## src/rtl/rate_tick_sched_if.sv

```systemverilog
// Control/status bundle of the tick scheduler: run gate, rate-change request/acknowledge,
// the decade strobes and the selected sample strobe.
interface rate_tick_sched_if #(
  parameter int STAGES = 8,
  parameter int SEL_W  = 3
);
  // Handshake: the requester raises sel_req with sel_val for one cycle while busy=0 and
  // sel_ack=0. A legal request raises busy from the next cycle until the switch point;
  // sel_ack then pulses for exactly one cycle. An illegal index pulses sel_err instead.
  // Requests seen while busy or during the sel_ack cycle are dropped.
  logic              run;
  logic              sel_req;
  logic [SEL_W-1:0]  sel_val;
  logic              sel_ack;
  logic              sel_err;
  logic              busy;
  logic [SEL_W-1:0]  cur_sel;
  logic [STAGES-1:0] tick_vec;
  logic              sample_tick;
  logic [1:0]        fsm_state;

  modport master (
    output run, sel_req, sel_val,
    input  sel_ack, sel_err, busy, cur_sel, tick_vec, sample_tick, fsm_state
  );

  modport slave (
    input  run, sel_req, sel_val,
    output sel_ack, sel_err, busy, cur_sel, tick_vec, sample_tick, fsm_state
  );
endinterface

```

## src/rtl/rate_tick_sched.sv

```systemverilog
// Cascaded decade counters producing one-cycle strobes at clk/10^(k+1), plus a selectable
// sample strobe whose rate changes only on a tick common to the old and new rates.
module rate_tick_sched #(
  parameter int                STAGES  = 8,
  parameter int                SEL_W   = 3,
  parameter logic [SEL_W-1:0]  SEL_RST = '0
) (
  input logic              clk,
  input logic              rst_n,
  rate_tick_sched_if.slave bus
);

  typedef enum logic [1:0] {
    IDLE = 2'd0,
    PEND = 2'd1,
    ACK  = 2'd2
  } state_t;

  state_t            state;
  logic [3:0]        cnt [STAGES];
  logic [STAGES-1:0] inc;
  logic [STAGES-1:0] adv;
  logic [STAGES-1:0] tick_q;
  logic [SEL_W-1:0]  cur_q;
  logic [SEL_W-1:0]  new_sel;
  logic [SEL_W-1:0]  tgt;
  logic              busy_q;
  logic              ack_q;
  logic              err_q;
  logic              sample_c;
  logic              tgt_hit;

  // Ripple-carry enable chain: stage k advances when every lower stage is at 9.
  always_comb begin
    logic carry;
    inc   = '0;
    adv   = '0;
    carry = bus.run;
    for (int k = 0; k < STAGES; k++) begin
      inc[k] = carry;
      carry  = carry & (cnt[k] == 4'd9);
      adv[k] = carry;
    end
  end

  always_ff @(posedge clk or negedge rst_n) begin
    if (!rst_n) begin
      for (int k = 0; k < STAGES; k++) cnt[k] <= '0;
      tick_q <= '0;
    end else begin
      for (int k = 0; k < STAGES; k++) begin
        if (inc[k]) cnt[k] <= (cnt[k] == 4'd9) ? 4'd0 : cnt[k] + 4'd1;
      end
      tick_q <= adv;
    end
  end

  // The slower of old/new rate ticks only where the faster one also ticks, so switching
  // there never shortens or stretches a sample period.
  assign tgt = (cur_q > new_sel) ? cur_q : new_sel;

  always_comb begin
    sample_c = 1'b0;
    tgt_hit  = 1'b0;
    for (int k = 0; k < STAGES; k++) begin
      if (int'(cur_q) == k) sample_c = tick_q[k];
      if (int'(tgt) == k)   tgt_hit  = tick_q[k];
    end
  end

  always_ff @(posedge clk or negedge rst_n) begin
    if (!rst_n) begin
      state   <= IDLE;
      cur_q   <= SEL_RST;
      new_sel <= '0;
      busy_q  <= 1'b0;
      ack_q   <= 1'b0;
      err_q   <= 1'b0;
    end else begin
      ack_q <= 1'b0;
      err_q <= 1'b0;
      case (state)
        IDLE: begin
          if (bus.sel_req) begin
            if (int'(bus.sel_val) < STAGES) begin
              new_sel <= bus.sel_val;
              busy_q  <= 1'b1;
              state   <= PEND;
            end else begin
              err_q <= 1'b1;
            end
          end
        end
        PEND: begin
          if (tgt_hit) begin
            cur_q  <= new_sel;
            busy_q <= 1'b0;
            ack_q  <= 1'b1;
            state  <= ACK;
          end
        end
        ACK:     state <= IDLE;
        default: state <= IDLE;
      endcase
    end
  end

  assign bus.tick_vec    = tick_q;
  assign bus.sample_tick = sample_c;
  assign bus.cur_sel     = cur_q;
  assign bus.busy        = busy_q;
  assign bus.sel_ack     = ack_q;
  assign bus.sel_err     = err_q;
  assign bus.fsm_state   = state;

endmodule

```

## src/flat_wrapper.sv

```systemverilog
// flat-port wrapper written by rule: the top's interface ports become plain ports
module rate_tick_sched_flat 
#(
  parameter int                STAGES  = 8,
  parameter int                SEL_W   = 3,
  parameter logic [SEL_W-1:0]  SEL_RST = '0
)
  (clk, rst_n, bus_run, bus_sel_req, bus_sel_val, bus_sel_ack, bus_sel_err, bus_busy, bus_cur_sel, bus_tick_vec, bus_sample_tick, bus_fsm_state);
  rate_tick_sched_if #(.STAGES(STAGES), .SEL_W(SEL_W)) bus_i ();
  input logic clk;
  input logic rst_n;
  input wire logic [$bits(bus_i.run)-1:0] bus_run;
  input wire logic [$bits(bus_i.sel_req)-1:0] bus_sel_req;
  input wire logic [$bits(bus_i.sel_val)-1:0] bus_sel_val;
  output wire logic [$bits(bus_i.sel_ack)-1:0] bus_sel_ack;
  output wire logic [$bits(bus_i.sel_err)-1:0] bus_sel_err;
  output wire logic [$bits(bus_i.busy)-1:0] bus_busy;
  output wire logic [$bits(bus_i.cur_sel)-1:0] bus_cur_sel;
  output wire logic [$bits(bus_i.tick_vec)-1:0] bus_tick_vec;
  output wire logic [$bits(bus_i.sample_tick)-1:0] bus_sample_tick;
  output wire logic [$bits(bus_i.fsm_state)-1:0] bus_fsm_state;
  assign bus_i.run = bus_run;
  assign bus_i.sel_req = bus_sel_req;
  assign bus_i.sel_val = bus_sel_val;
  assign bus_sel_ack = bus_i.sel_ack;
  assign bus_sel_err = bus_i.sel_err;
  assign bus_busy = bus_i.busy;
  assign bus_cur_sel = bus_i.cur_sel;
  assign bus_tick_vec = bus_i.tick_vec;
  assign bus_sample_tick = bus_i.sample_tick;
  assign bus_fsm_state = bus_i.fsm_state;
  rate_tick_sched #(.STAGES(STAGES), .SEL_W(SEL_W), .SEL_RST(SEL_RST)) u_core (.clk(clk), .rst_n(rst_n), .bus(bus_i));
endmodule
```

## config.mk

```make
export PLATFORM = sky130hd
export DESIGN_NAME = rate_tick_sched_flat
export DESIGN_NICKNAME = d
export VERILOG_FILES = /design/src/rtl/rate_tick_sched_if.sv /design/src/rtl/rate_tick_sched.sv /design/src/flat_wrapper.sv
export SDC_FILE = /design/constraint.sdc
export NUM_CORES = 1
export LEC_CHECK = 0
export ABC_AREA = 1
export BUFFER_PORTS_ARGS = -buffer_cell sky130_fd_sc_hd__buf_4
export CAP_MARGIN = 20
export CORE_MARGIN = 2
export CORE_UTILIZATION = 50
export CTS_BUF_LIST = sky130_fd_sc_hd__clkbuf_2 sky130_fd_sc_hd__clkbuf_4 sky130_fd_sc_hd__clkbuf_8
export CTS_CLUSTER_SIZE = 20
export DETAILED_ROUTE_END_ITERATION = 16
export HOLD_SLACK_MARGIN = 0.05
export PLACE_DENSITY = 0.69
export SYNTH_ARGS = -nofsm -noshare
export SYNTH_HDL_FRONTEND = slang
export SYNTH_SLANG_ARGS = --single-unit
```

## constraint.sdc

```tcl
create_clock -name clk -period 3.1 [get_ports clk]
set_input_delay 0.62 -clock clk [delete_from_list [all_inputs] [get_ports clk]]
set_output_delay 0.62 -clock clk [all_outputs]
set_load 0.05 [all_outputs]
```

==> results.cfg <==
[run_status]
status = finished clean

[timing]
maxSlewViolCount = 0
fmax_ghz = 0.4238
setup_ws_ns = 0.7403
hold_viol = 0
finalCritPeriodShare_pct = 76.12
setup_violations = 0
rsz0062_at_grt = no
finalSetupTns_ns = 0
slew_headroom_pct = 59.80
tightest_slew_ns = 0.6031
period_needed_ns = 2.360
fin_skew_ns = 0.006698

[clock_network]
clkLatencyLatePin_ns = 0.30
clock_sinks = 50
post_cts_buffers = 0
root_buffer = clkbuf_8
cts_hold_buf = 0
clk_pin_slew_ns = 0.09
cts_max_path_buffers = 2
htreeDepth = 2
cts_buffers = 5
cts_resized = 0
cts_tree = yes

[synth]
syn_avg_cell_area_sq_um = 9.007
ys_seq_area_share_pct = 50.15
ys_warn_count = 0
ys_seq_elements = 50
synthTopCellsByArea = dfrtp_1, inv_1, nor2_1
synth_top_cell_by_area = dfrtp_1
syn_nets = 287
syn_inst = 277
yosys.cell_types.count = 31
synth_top_area_share_pct = 50.15
synth.cell_area_sq_um = 2495

[worst_setup_path]
crit_type = reg -> reg
critical_path_required_ns = 3.28
start_kind = flip-flop
cp_cell_sequence = ha_1, a21oi_1, nand2_1, o21ai_0, a21oi_1, o21ai_0, nand3b_1, nand2_1, nand2_1, nand2_1, o21ai_0
crit_path_max_fanout = 9
r2r-end = u_core.bus.cur_sel[0]
crit_arrival_ns = 2.54
critPathSlowestCell = dfrtp_1
r2r_slack_ns = 0.74
reg2reg_from = u_core.bus.cur_sel[2]
cp-end-kind = flip-flop
critPathMaxStageDelay_ns = 0.49
critPathMostFrequentCell = nand2_1
rr_worst_depth = 11

[global_routing]
grtUsageTotal_pct = 16.56
grt_max_degree = 51
grt.overflow.total = 0
grt_pass1_wl_um = 7010
antenna_found_initial = 0
grt_pass1_vias = 1619

[final_layout]
drive_gt1_share_pct = 19.28
nets = 315
layout_common_cells = dfrtp_1, inv_1, nor2_1, nand2_1, buf_4
layout_commonest_cell = dfrtp_1
n_antenna_cell = 0
final_area_sq_um = 2850
nFillCells = 428
utilization_pct = 59.95
syn_to_final_growth_pct = 14.24
fin_cells = 373

[placed_design]
dpl_cell_area_sq_um = 2736
place_inst = 365
port_buffers = 22
routabilityCongestion = 0.8612
dp.final_hpwl_um = 3070
place_ws_ns = 0.7471

[die]
boundaryPins = 24
initial_core_util_pct = 52.47
fp.dieW_um = 74.64
dieHeight_um = 74.64
core_sq_um = 4755
rows = 25
fp.dieArea_sq_um = 5571

[drt]
avgViaCountPerCell = 4.920
vias = 1835
drt_first_pass_iters = 4
wl_per_cell_um = 11.04
wl_um = 4119
drc = 0
postRouteAntennaNets = 0
drt_iter0_markers = 96

[min_path]
holdCritPathClass = in -> async

[pwr]
power.density_nw_per_um2 = 474.6
leakage_nw = 1.520
ir_drop_mv = 0.4249

[job]
maxCapViolations = 0
## area by class of cell
class                           instances  area, sq um  area share, %
Tap cell                               67        83.83          2.941
Clock buffer                            6        76.32          2.678
Multi-Input combinational cell        180         1064          37.31
Inverter                               46        172.7          6.058
Timing Repair Buffer                   22        165.2          5.795
Sequential cell                        50         1251          43.90
Clock inverter                          2        37.54          1.317
## Yosys cell counts
cell	n
nand3b_1	1
a31oi_1	1
nor2_1	36
nand4_1	4
nor2_4	6
o21ai_1	3
inv_2	8
nand2_1	31
o21a_1	2
a211oi_1	1
nand3_4	2
buf_4	1
xnor2_1	5
a21oi_1	17
conb_1	1
nor3_2	3
nand2_4	2
inv_1	38
or2_4	1
nor2_8	2
nor2_2	1
o211ai_1	2
nor3_1	9
nand3_1	12
dfrtp_1	50
ha_1	3
nand2_2	2
xor2_1	10
nand4_2	2
o21ai_0	19
o31ai_1	2
## per-stage QoR
step | hold slack, ns | total power (W)
2_1_floorplan | 0.3244 | 0.0008654
3_3_place_gp | 0.4850 | 0.0009053
3_5_place_dp | 0.4904 | 0.0009077
4_1_cts | 0.3405 | 0.001374
5_1_grt | 0.3669 | 0.001419
6_report | 0.3197 | 0.001353
## cells by family (layout without fill, tap and decap cells)
group                      after synthesis  in the layout  synth area share, %
AOI/OAI and AO/OA                       47             47                10.18
xor gates and xnor gates                15             15                5.266
adders and majority gates                3              3                1.505
buffers and inverters                   47             76                7.222
DFF                                     50             50                50.15
other                                    1              1               0.1503
and+or+nand+nor                        114            114                25.53
## routing by layer
layer	vias up	share of wire, %	routed length (um)	global-route usage (%)
met1	854	48	1993	22.04
met2	32	45	1867	25.66
met5	-	0	0	0
met4	0	1.5	62	6.746
li1	942	-	-	-
met3	7	4.7	195	4.819
## how the worst max path moves through the flow
stage | startpoint | endpoint | slack (ns) | cells past startpoint
2_1_floorplan | u_core.bus.cur_sel[2] | bus_sample_tick | 0.46 | 4
3_3_place_gp | u_core.bus.cur_sel[2] | u_core.bus.cur_sel[0] | 0.82 | 11
3_5_place_dp | u_core.bus.cur_sel[2] | u_core.bus.cur_sel[0] | 0.75 | 11
4_1_cts | u_core.bus.cur_sel[2] | u_core.bus.cur_sel[0] | 0.74 | 11
5_1_grt | u_core.bus.cur_sel[2] | u_core.bus.cur_sel[2] | 0.49 | 11
6_report | u_core.bus.cur_sel[2] | u_core.bus.cur_sel[0] | 0.74 | 11
## critical path, delay by kind of cell, from the launching register on
| kind | cells | cell delay (ns) |
|---|---|---|
| DFF | 1 | 0.49 |
| adders and majority gates | 1 | 0.37 |
| AOI/OAI and AO/OA | 5 | 0.80 |
| and+or+nand+nor | 5 | 0.58 |
## power by group
group	internal, W	switching, W
Sequential	0.000697	0.0000432
Combinational	0.0000541	0.0000985
Clock	0.000250	0.000211
Total	0.00100	0.000352
## flip-flops by register name, summed over array words and instances, names as in the netlist
name	count
u_core.new_sel	3
u_core.cnt	32
u_core.bus.cur_sel	3
u_core.bus.tick_vec	8
u_core.bus.fsm_state	2
u_core.bus.sel_ack	1
u_core.bus.busy	1
(Power assumes the default switching activity.)
